`src/rtl/joybus_rx_decoder.sv`:
```
// -----------------------------------------------------------------------------
// joybus_rx_decoder
//
// Purpose:
//   Decodes the receive side of a GameCube joybus line. The edge detector
//   upstream provides a 3-cycle pulse per line transition plus the
//   synchronized line level. This block times each low phase and turns it
//   into a bit (short low = 1, long low = 0). It assembles bits MSB-first
//   into bytes and signals end-of-frame once the line has been idle high long
//   enough.
//
// Ports:
//   pclk        in   1  system clock
//   presetn     in   1  asynchronous active-low reset
//   edges       in   1  edge pulse, 3 cycles high per line transition
//   line_s      in   1  synchronized line level, aligned with edges
//   rx_data     out  8  last completed byte
//   rx_valid    out  1  1-cycle strobe, rx_data updated this cycle
//   frame_done  out  1  1-cycle strobe on idle timeout
//   frame_err   out  1  qualifies frame_done: bad stop/residual bits or stuck low
//   busy        out  1  high from the first falling edge until frame_done
//
// Configuration macro:
//   JOYBUS_RX_GLITCH_FILT_EN  when defined, a low phase shorter than GLITCH_CYC
//                             is discarded as a glitch. The idle counter then
//                             resumes from the value it held before the glitch.
// -----------------------------------------------------------------------------
module joybus_rx_decoder #(
  parameter int unsigned BIT_THRESH   = 200,
  parameter int unsigned LOW_MAX      = 600,
  parameter int unsigned IDLE_TIMEOUT = 500,
  parameter int unsigned CNT_W        = 10,
  parameter int unsigned GLITCH_CYC   = 20
) (
  input  logic       pclk,
  input  logic       presetn,
  input  logic       edges,
  input  logic       line_s,
  output logic [7:0] rx_data,
  output logic       rx_valid,
  output logic       frame_done,
  output logic       frame_err,
  output logic       busy
);

  localparam logic [CNT_W-1:0] BIT_THRESH_C = CNT_W'(BIT_THRESH);
  localparam logic [CNT_W-1:0] LOW_MAX_C    = CNT_W'(LOW_MAX);
  localparam logic [CNT_W-1:0] IDLE_LAST_C  = CNT_W'(IDLE_TIMEOUT - 1);

  typedef enum logic [1:0] {
    ST_IDLE,
    ST_LOW,
    ST_HIGH,
    ST_STUCK
  } state_t;

  state_t             state_q, state_d;
  logic               edges_q;
  logic [CNT_W-1:0]   cnt_q, cnt_d;
  logic [7:0]         shift_q, shift_d;
  logic [2:0]         bit_cnt_q, bit_cnt_d;
  logic               err_q, err_d;
  logic [7:0]         rx_data_q, rx_data_d;
  logic               rx_valid_q, rx_valid_d;
  logic               frame_done_q, frame_done_d;
  logic               frame_err_q, frame_err_d;
  logic               busy_q, busy_d;

  logic               ev, fall, rise;
  logic [CNT_W-1:0]   cnt_inc;
  logic [7:0]         shift_new;

`ifdef JOYBUS_RX_GLITCH_FILT_EN
  localparam logic [CNT_W-1:0] GLITCH_CYC_C = CNT_W'(GLITCH_CYC);
  // High-phase count captured when a low phase starts, restored on a glitch.
  logic [CNT_W-1:0]   hold_q, hold_d;
`else
  // GLITCH_CYC only matters when the glitch filter is built in.
  logic               glitch_cyc_unused;
  assign glitch_cyc_unused = ^GLITCH_CYC;
`endif

  // Only the first cycle of each 3-cycle pulse is an event.
  assign ev   = edges & ~edges_q;
  assign fall = ev & ~line_s;
  assign rise = ev & line_s;

  // cnt_inc is the number of cycles elapsed in the current phase including
  // this one, so on the rise it equals the low width in cycles.
  assign cnt_inc   = (cnt_q == '1) ? cnt_q : cnt_q + CNT_W'(1);
  assign shift_new = {shift_q[6:0], (cnt_inc < BIT_THRESH_C)};

  always_comb begin
    state_d      = state_q;
    cnt_d        = cnt_q;
    shift_d      = shift_q;
    bit_cnt_d    = bit_cnt_q;
    err_d        = err_q;
    rx_data_d    = rx_data_q;
    rx_valid_d   = 1'b0;
    frame_done_d = 1'b0;
    frame_err_d  = 1'b0;
    busy_d       = busy_q;
`ifdef JOYBUS_RX_GLITCH_FILT_EN
    hold_d       = hold_q;
`endif

    case (state_q)
      ST_IDLE: begin
        if (fall) begin
          state_d = ST_LOW;
          cnt_d   = '0;
          busy_d  = 1'b1;
`ifdef JOYBUS_RX_GLITCH_FILT_EN
          hold_d  = '0;
`endif
        end
      end

      ST_LOW: begin
        cnt_d = cnt_inc;
        if (rise) begin
          state_d = ST_HIGH;
`ifdef JOYBUS_RX_GLITCH_FILT_EN
          if (cnt_inc < GLITCH_CYC_C) begin
            cnt_d = hold_q;
          end else
`endif
          begin
            cnt_d     = '0;
            shift_d   = shift_new;
            bit_cnt_d = bit_cnt_q + 3'd1;
            if (bit_cnt_q == 3'd7) begin
              rx_data_d  = shift_new;
              rx_valid_d = 1'b1;
            end
          end
        end else if (cnt_inc == LOW_MAX_C) begin
          err_d   = 1'b1;
          state_d = ST_STUCK;
        end
      end

      ST_HIGH: begin
        cnt_d = cnt_inc;
        if (fall) begin
          state_d = ST_LOW;
          cnt_d   = '0;
`ifdef JOYBUS_RX_GLITCH_FILT_EN
          hold_d  = cnt_q;
`endif
        end else if (cnt_q == IDLE_LAST_C) begin
          // A valid frame leaves exactly one residual bit, the stop bit = 1.
          frame_done_d = 1'b1;
          frame_err_d  = err_q | (bit_cnt_q != 3'd1) | ~shift_q[0];
          state_d      = ST_IDLE;
          busy_d       = 1'b0;
          err_d        = 1'b0;
          bit_cnt_d    = '0;
          shift_d      = '0;
          cnt_d        = '0;
        end
      end

      ST_STUCK: begin
        // The bit is lost; just resynchronise on the next rise.
        if (rise) begin
          state_d = ST_HIGH;
          cnt_d   = '0;
        end
      end

      default: state_d = ST_IDLE;
    endcase
  end

  always_ff @(posedge pclk or negedge presetn) begin
    if (!presetn) begin
      state_q      <= ST_IDLE;
      edges_q      <= 1'b0;
      cnt_q        <= '0;
      shift_q      <= '0;
      bit_cnt_q    <= '0;
      err_q        <= 1'b0;
      rx_data_q    <= '0;
      rx_valid_q   <= 1'b0;
      frame_done_q <= 1'b0;
      frame_err_q  <= 1'b0;
      busy_q       <= 1'b0;
`ifdef JOYBUS_RX_GLITCH_FILT_EN
      hold_q       <= '0;
`endif
    end else begin
      state_q      <= state_d;
      edges_q      <= edges;
      cnt_q        <= cnt_d;
      shift_q      <= shift_d;
      bit_cnt_q    <= bit_cnt_d;
      err_q        <= err_d;
      rx_data_q    <= rx_data_d;
      rx_valid_q   <= rx_valid_d;
      frame_done_q <= frame_done_d;
      frame_err_q  <= frame_err_d;
      busy_q       <= busy_d;
`ifdef JOYBUS_RX_GLITCH_FILT_EN
      hold_q       <= hold_d;
`endif
    end
  end

  assign rx_data    = rx_data_q;
  assign rx_valid   = rx_valid_q;
  assign frame_done = frame_done_q;
  assign frame_err  = frame_err_q;
  assign busy       = busy_q;

endmodule

```
`config.mk`:
```
export PLATFORM = sky130hd
export DESIGN_NAME = joybus_rx_decoder
export DESIGN_NICKNAME = d
export VERILOG_FILES = /design/src/rtl/joybus_rx_decoder.sv
export SDC_FILE = /design/constraint.sdc
export NUM_CORES = 1
export LEC_CHECK = 0
export CORE_ASPECT_RATIO = 1.75
export CORE_MARGIN = 3
export CORE_UTILIZATION = 55
export DETAILED_ROUTE_END_ITERATION = 10
export MAX_ROUTING_LAYER = met4
export PLACE_DENSITY_LB_ADDON = 0.2
export SLEW_MARGIN = 10
export SYNTH_ARGS = -nofsm -noshare
export SYNTH_HDL_FRONTEND = slang
export SYNTH_SLANG_ARGS = --single-unit
```
`constraint.sdc`:
```
create_clock -name pclk -period 3.1 [get_ports pclk]
set_clock_uncertainty 0.1 [all_clocks]
set_input_delay 0.62 -clock pclk [delete_from_list [all_inputs] [get_ports pclk]]
set_output_delay 0.62 -clock pclk [all_outputs]
set_load 0.1 [all_outputs]
```
==> results.yml, run 1 <==
yosys:
  synth.yosys.seq_area_share: 0.4531
  synth_enable_flop_cells: 0
  synth_seq_cells: 36
  synth_cells: 203
  ys.warnings.count: 0
  syn-mean-instance-area_um2: 9.794
  async_flop_share: 1.000
  yosysUniqueCellTypes: 48
  syn_nets: 215
  synth-main-ff-cell: "sky130_fd_sc_hd__dfrtp_1"
  syn_area_um2: 1988
floorplanning:
  floorplan.initialDensity: 0.5791
  dieHeight_um: 85.54
  pin_count: 16
  chipWidth_um: 51.45
  die_area_um2: 4401
  coreArea_um2: 3433
  num_rows: 28
place:
  weighted_congestion_reported_at_the_end_of_routability_driven_placement: 0.9895
  dpl_wire_length_mm: 3.084
  port-buffer-count: 15
  dp_cells: 257
clocking:
  post_cts_hold_buffer_count: 0
  post-cts-setup-buffers: 0
  cts_tree: "yes"
  skew_pair_late_insertion_delay_ns: 0.29
  max-clock-path-buffers: 2
  cts-buffers-inserted: 5
  cts-htree-levels: 2
  cts_resized: 0
  path_clk_slew_ns: 0.07
  numClockSinks: 36
  clock_tree_root_driver_cell: "sky130_fd_sc_hd__clkbuf_8"
drt:
  remaining_drc_errors: 0
  route.vias.total: 1604
  m1WireLength_mm: 1.579
  met3_wirelength_um: 201
  top_layer_used: "met4"
  initialDrtViolationCount: 85
  drt-wirelength-per-cell_um: 15.60
  drt_first_pass_iters: 4
  wirelength_mm: 4.135
  met2RoutedLength_mm: 2.246
  detail_route.vias_per_cell: 6.053
  antenna_left: 0
grt:
  grt_first_pass_wirelength_mm: 7.231
  antenna_found_initial: 0
  grt_max_degree: 37
  grt.total_usage: 0.2186
  grt-ovfl-total: 0
  grt_pass1_vias: 1580
worst_setup_path:
  critical_path_required_ns: 3.21
  r2r-end: "state_q[1]"
  cp-startpoint: "cnt_q[0]"
  critical_path_arrival_ns: 2.66
  timing.critical_path.depth: 7
  ff2ff_path_depth: 7
  largest_stage_delay_on_the_critical_path_ns: 0.52
  path_max_fanout: 9
  critical-path-top-delay-family: "compound AO/OA/AOI/OAI gates"
  timing.critical_path.cells: "ha_1, and3_1, nand2_1, a2111oi_4, o21ai_2, a31oi_2, mux2i_1"
  worstSetupStartpointType: "flop"
  worst-setup-path-type: "reg2reg"
  crit_path_end: "state_q[1]"
  ff2ff_setup_slack_ns: 0.55
  bufs_and_invs_on_worst_path: 0
  critical_path.reg2reg.startpoint: "cnt_q[0]"
  critical_path.endpoint_type: "flop"
  critPathSlowestCell: "sky130_fd_sc_hd__dfrtp_1"
sta:
  finalSetupViolations: 0
  layout_worst_path_cycle_share: 0.8211
  maximum_frequency_from_static_timing_analysis_mhz: 392.9
  tightestPinTransition_ns: 0.4424
  final_hold_viol_count: 0
  setup-tns-final_ns: 0
  setup_repair_after_global_routing_missed_its_margin: "no"
  maxSlewViolCount: 0
  minimum_clock_period_ns: 2.545
  slew_headroom: 0.7051
layout:
  final_cell_mix: "sky130_fd_sc_hd__dfrtp_1 (36), sky130_fd_sc_hd__nand2_1 (24), sky130_fd_sc_hd__a21oi_1 (23)"
  synthToLayoutAreaGrowth_pct: 12.65
  drive_gt1_frac: 0.1545
  final_net_count: 231
  antenna_cells: 0
  mostFrequentLayoutCell: "sky130_fd_sc_hd__dfrtp_1"
  fin_cells: 265
min_path:
  hp_class: "reg2reg"
  hold_depth: 2
pwr:
  vdd_ir_drop_max_v: 0.0005560
  static-leakage-power_nw: 1.025
  pwr_density_cell_nw_per_um2: 688.5
flow_run:
  drv_cap: 0
outcome:
  run_status: "finished, final reports clean"
[worst min-delay path by stage]
stage | startpoint | end | slack [ns]
after floorplan | presetn | bit_cnt_q[0] | 0.22
after global placement | rx_data[2] | rx_data[2] | 0.36
after detailed placement | rx_data[1] | rx_data[1] | 0.37
after CTS | rx_data[1] | rx_data[1] | 0.39
after global routing | rx_data[6] | rx_data[6] | 0.41
final | rx_data[1] | rx_data[1] | 0.38
[cell families (layout without fill, tap and decap cells)]
group                    Yosys count  after routing  synth area share
AND/OR/NAND/NOR                   66             66            0.1775
AO/OA/AOI/OAI                     63             63            0.2127
flip-flops                        36             36            0.4531
buffers and inverters             19             36           0.04846
multiplexers                       9              9           0.04909
adder cells (fa/ha/maj)            8              8           0.05035
XOR/XNOR                           2              2          0.008812
[cell type report]
cell class              instances  area (um^2)
repair buffers                 18        142.6
well taps                      45        56.30
flip-flops and latches         36        900.9
fillers                       298         1194
clock buffers                   5        68.82
clock inverters                 3        42.54
inverters                      10        37.54
multi-input cells             148        991.0
[metrics by stage]
stage | instance area (um^2) | utilization | hold slack [ns] | worst slack [ns] | total power [W]
after global placement | 2128 | 0.6199 | 0.3609 | 0.5415 | 0.001119
after CTS | 2240 | 0.6523 | 0.3904 | 0.5488 | 0.001550
after detailed placement | 2128 | 0.6199 | 0.3719 | 0.4505 | 0.001141
final | 2240 | 0.6523 | 0.3835 | 0.5546 | 0.001542
after global routing | 2240 | 0.6523 | 0.4105 | 0.3490 | 0.001644
after floorplan | 1988 | - | 0.2244 | 1.016 | 0.0009946
[layer usage]
metal / GRT usage / vias to the layer above
met3: 0.03826 / 17
met1: 0.2389 / 765
met4: 0.06921 / 0
li1: - / 762
met5: - / -
met2: 0.3910 / 60
[worst reg2reg max path, stage by stage (launching register included)]
cell and delay (ns):
sky130_fd_sc_hd__dfrtp_1 0.52, sky130_fd_sc_hd__ha_1 0.37, sky130_fd_sc_hd__and3_1 0.39, sky130_fd_sc_hd__nand2_1 0.16, sky130_fd_sc_hd__a2111oi_4 0.33, sky130_fd_sc_hd__o21ai_2 0.14, sky130_fd_sc_hd__a31oi_2 0.25, sky130_fd_sc_hd__mux2i_1 0.21
[state kept, by name, indices dropped and copies added (netlist names)]
| signal | flops |
|---|---|
| cnt_q | 10 |
| rx_data | 8 |
| shift_q | 7 |
| bit_cnt_q | 3 |
| state_q | 2 |
| busy | 1 |
| edges_q | 1 |
| err_q | 1 |
| frame_done | 1 |
| frame_err | 1 |
| rx_valid | 1 |
[cell usage after synthesis (2+ instances only)]
library cell,n,share of area
sky130_fd_sc_hd__o21ai_2,2,0.0088
sky130_fd_sc_hd__clkbuf_1,3,0.0057
sky130_fd_sc_hd__a21oi_1,23,0.058
sky130_fd_sc_hd__a22o_1,7,0.031
sky130_fd_sc_hd__nor2b_1,3,0.0094
sky130_fd_sc_hd__buf_6,2,0.011
sky130_fd_sc_hd__a31o_1,2,0.0088
sky130_fd_sc_hd__nand2_1,24,0.045
sky130_fd_sc_hd__nor2_1,9,0.017
sky130_fd_sc_hd__ha_1,8,0.050
sky130_fd_sc_hd__or3_1,2,0.0063
sky130_fd_sc_hd__nand3_1,7,0.018
sky130_fd_sc_hd__a31oi_1,4,0.013
sky130_fd_sc_hd__o21ai_0,4,0.010
sky130_fd_sc_hd__nand4_1,3,0.0094
sky130_fd_sc_hd__mux2i_1,3,0.015
sky130_fd_sc_hd__mux2_1,6,0.034
sky130_fd_sc_hd__buf_2,2,0.0050
sky130_fd_sc_hd__buf_4,2,0.0075
sky130_fd_sc_hd__and3_1,5,0.016
sky130_fd_sc_hd__and4_1,2,0.0088
sky130_fd_sc_hd__inv_1,8,0.015
sky130_fd_sc_hd__dfrtp_1,36,0.45
sky130_fd_sc_hd__o21ai_1,8,0.020
sky130_fd_sc_hd__inv_2,2,0.0038
sky130_fd_sc_hd__nand3_2,2,0.010
sky130_fd_sc_hd__o22ai_1,3,0.0094
[power by group]
group	switching, W	total (W)	leakage [nW]	internal (W)
logic	0.000348	0.000549	0.479	0.000200
registers	0.0000670	0.000589	0.492	0.000522
clock network	0.000167	0.000405	0.0541	0.000238
total	0.000582	0.00154	1.03	0.000960
Power figures use the tool's default switching activity.
==> run 2, diff against run 1 <==
--- a/config.mk
+++ b/config.mk
@@ -7,7 +7,7 @@
 export LEC_CHECK = 0
 export CORE_ASPECT_RATIO = 1.75
 export CORE_MARGIN = 3
-export CORE_UTILIZATION = 55
+export CORE_UTILIZATION = 52
 export DETAILED_ROUTE_END_ITERATION = 10
 export MAX_ROUTING_LAYER = met4
 export PLACE_DENSITY_LB_ADDON = 0.2
==> constraint.sdc (replaced) <==
create_clock -name pclk -period 2.3 [get_ports pclk]
set_clock_uncertainty 0.1 [all_clocks]
set_input_delay 0.46 -clock pclk [delete_from_list [all_inputs] [get_ports pclk]]
set_output_delay 0.46 -clock pclk [all_outputs]
set_load 0.1 [all_outputs]
==> results.yml, run 2 (synthesis gave the netlist of run 1 again) <==
outcome:
  run_status: "finished, final reports clean"
floorplanning:
  coreArea_um2: 3665
  chipWidth_um: 52.74
  pin_count: 16
  num_rows: 29
  die_area_um2: 4630
  dieHeight_um: 87.80
  floorplan.initialDensity: 0.5425
clocking:
  max-clock-path-buffers: 2
  post_cts_hold_buffer_count: 0
  numClockSinks: 36
  cts-buffers-inserted: 5
  cts-htree-levels: 2
  path_clk_slew_ns: 0.07
  skew_pair_late_insertion_delay_ns: 0.28
  cts_tree: "yes"
  post-cts-setup-buffers: 0
  clock_tree_root_driver_cell: "sky130_fd_sc_hd__clkbuf_8"
  cts_resized: 0
sta:
  setup-tns-final_ns: 0
  layout_worst_path_cycle_share: 0.9508
  finalSetupViolations: 0
  slew_headroom: 0.7018
  minimum_clock_period_ns: 2.187
  setup_repair_after_global_routing_missed_its_margin: "no"
  maximum_frequency_from_static_timing_analysis_mhz: 457.3
  final.setup.worst_slack_ns: 0.1132
  maxSlewViolCount: 0
  tightestPinTransition_ns: 0.4473
  final_hold_viol_count: 0
layout:
  largest_register_ffs: 10
  final_net_count: 244
  top_register: "cnt_q"
  fin_cells: 279
  synthToLayoutAreaGrowth_pct: 19.57
  multi_input_area_um2: 1002
  drive_gt1_frac: 0.2103
  mostFrequentLayoutCell: "sky130_fd_sc_hd__dfrtp_1"
  register_area_um2: 900.9
  antenna_cells: 0
  nFillCells: 294
  final_cell_mix: "sky130_fd_sc_hd__dfrtp_1 (36), sky130_fd_sc_hd__buf_4 (27), sky130_fd_sc_hd__nand2_1 (24)"
  design_area_um2: 2377
  post-route-util: 0.6487
worst_setup_path:
  r2r-end: "state_q[1]"
  critical_path.reg2reg.startpoint: "state_q[0]"
  path_max_fanout: 11
  worst-setup-path-type: "reg2reg"
  ff2ff_path_depth: 8
  timing.critical_path.cells: "inv_1, ha_1, mux2_1, o22ai_1, buf_4, nand2_1, a31oi_2, mux2i_1"
  worstSetupStartpointType: "flop"
  critical_path_arrival_ns: 2.29
  crit_path_end: "state_q[1]"
  critical_path.endpoint_type: "flop"
  critical_path_required_ns: 2.40
  largest_stage_delay_on_the_critical_path_ns: 0.41
  cp-startpoint: "state_q[0]"
  critPathSlowestCell: "sky130_fd_sc_hd__dfrtp_1"
  ff2ff_setup_slack_ns: 0.11
drt:
  detail_route.vias_per_cell: 5.950
  drt_first_pass_iters: 4
  drt-wirelength-per-cell_um: 16.19
  wirelength_mm: 4.518
  antenna_left: 0
  route.vias.total: 1660
  remaining_drc_errors: 0
  initialDrtViolationCount: 56
min_path:
  startpoint_of_the_lowest_slack_hold_path: "rx_data[1]"
  hp_class: "reg2reg"
grt:
  grt.total_usage: 0.2237
  antenna_found_initial: 0
  grt_first_pass_wirelength_mm: 7.610
  grt_pass1_vias: 1680
  grt_max_degree: 37
  grt-ovfl-total: 0
pwr:
  static-leakage-power_nw: 1.098
  vdd_ir_drop_max_v: 0.0005479
  pwr_density_cell_nw_per_um2: 934.4
place:
  placed_cell_area_um2: 2240
  weighted_congestion_reported_at_the_end_of_routability_driven_placement: 0.9692
  port-buffer-count: 15
  dpl_worst_slack_ns: -0.06458
  dpl_wire_length_mm: 3.426
  dp_cells: 271
flow_run:
  drv_cap: 0
[run 2: area by class of cell]
cell class                      instances  area share
Clock buffer                            7     0.04053
Clock inverter                          1     0.01263
Inverter                               10     0.01579
Multi-Input combinational cell        148      0.4216
Sequential cell                        36      0.3789
Tap cell                               46     0.02421
Timing Repair Buffer                   31      0.1063
[run 2: how the worst min path moves through the flow]
stage | to | cells past startpoint
floorplan | bit_cnt_q[0] | 0
global placement | rx_data[2] | 2
detailed placement | rx_data[1] | 2
CTS | rx_data[1] | 2
global route | rx_data[1] | 2
finish | rx_data[1] | 2
[run 2: through the flow]
stage	total power (W)	hold WS (ns)
after global routing	0.002344	0.4165
after floorplan	0.001341	0.06441
after CTS	0.002227	0.3829
final	0.002221	0.3786
after detailed placement	0.001621	0.3658
after global placement	0.001585	0.3603
[run 2: metal layers]
metal  track usage  part of all wire
met4       0.09070             0.019
met1        0.2283              0.38
met5             -                 0
met3       0.04770             0.036
met2        0.4005              0.56
[run 2: worst max-delay path, delay by kind of cell (launching register included)]
family	cells	cell delay, ns
fa+ha+maj	1	0.27
simple gates	1	0.10
compound gates	2	0.37
mux	2	0.53
buf+inv	2	0.32
flops	1	0.41
[run 2: power breakdown]
part	total [W]	switching, W	internal (W)
sequential	0.000769	0.0000656	0.000704
combinational	0.000858	0.000521	0.000337
clock	0.000594	0.000212	0.000382
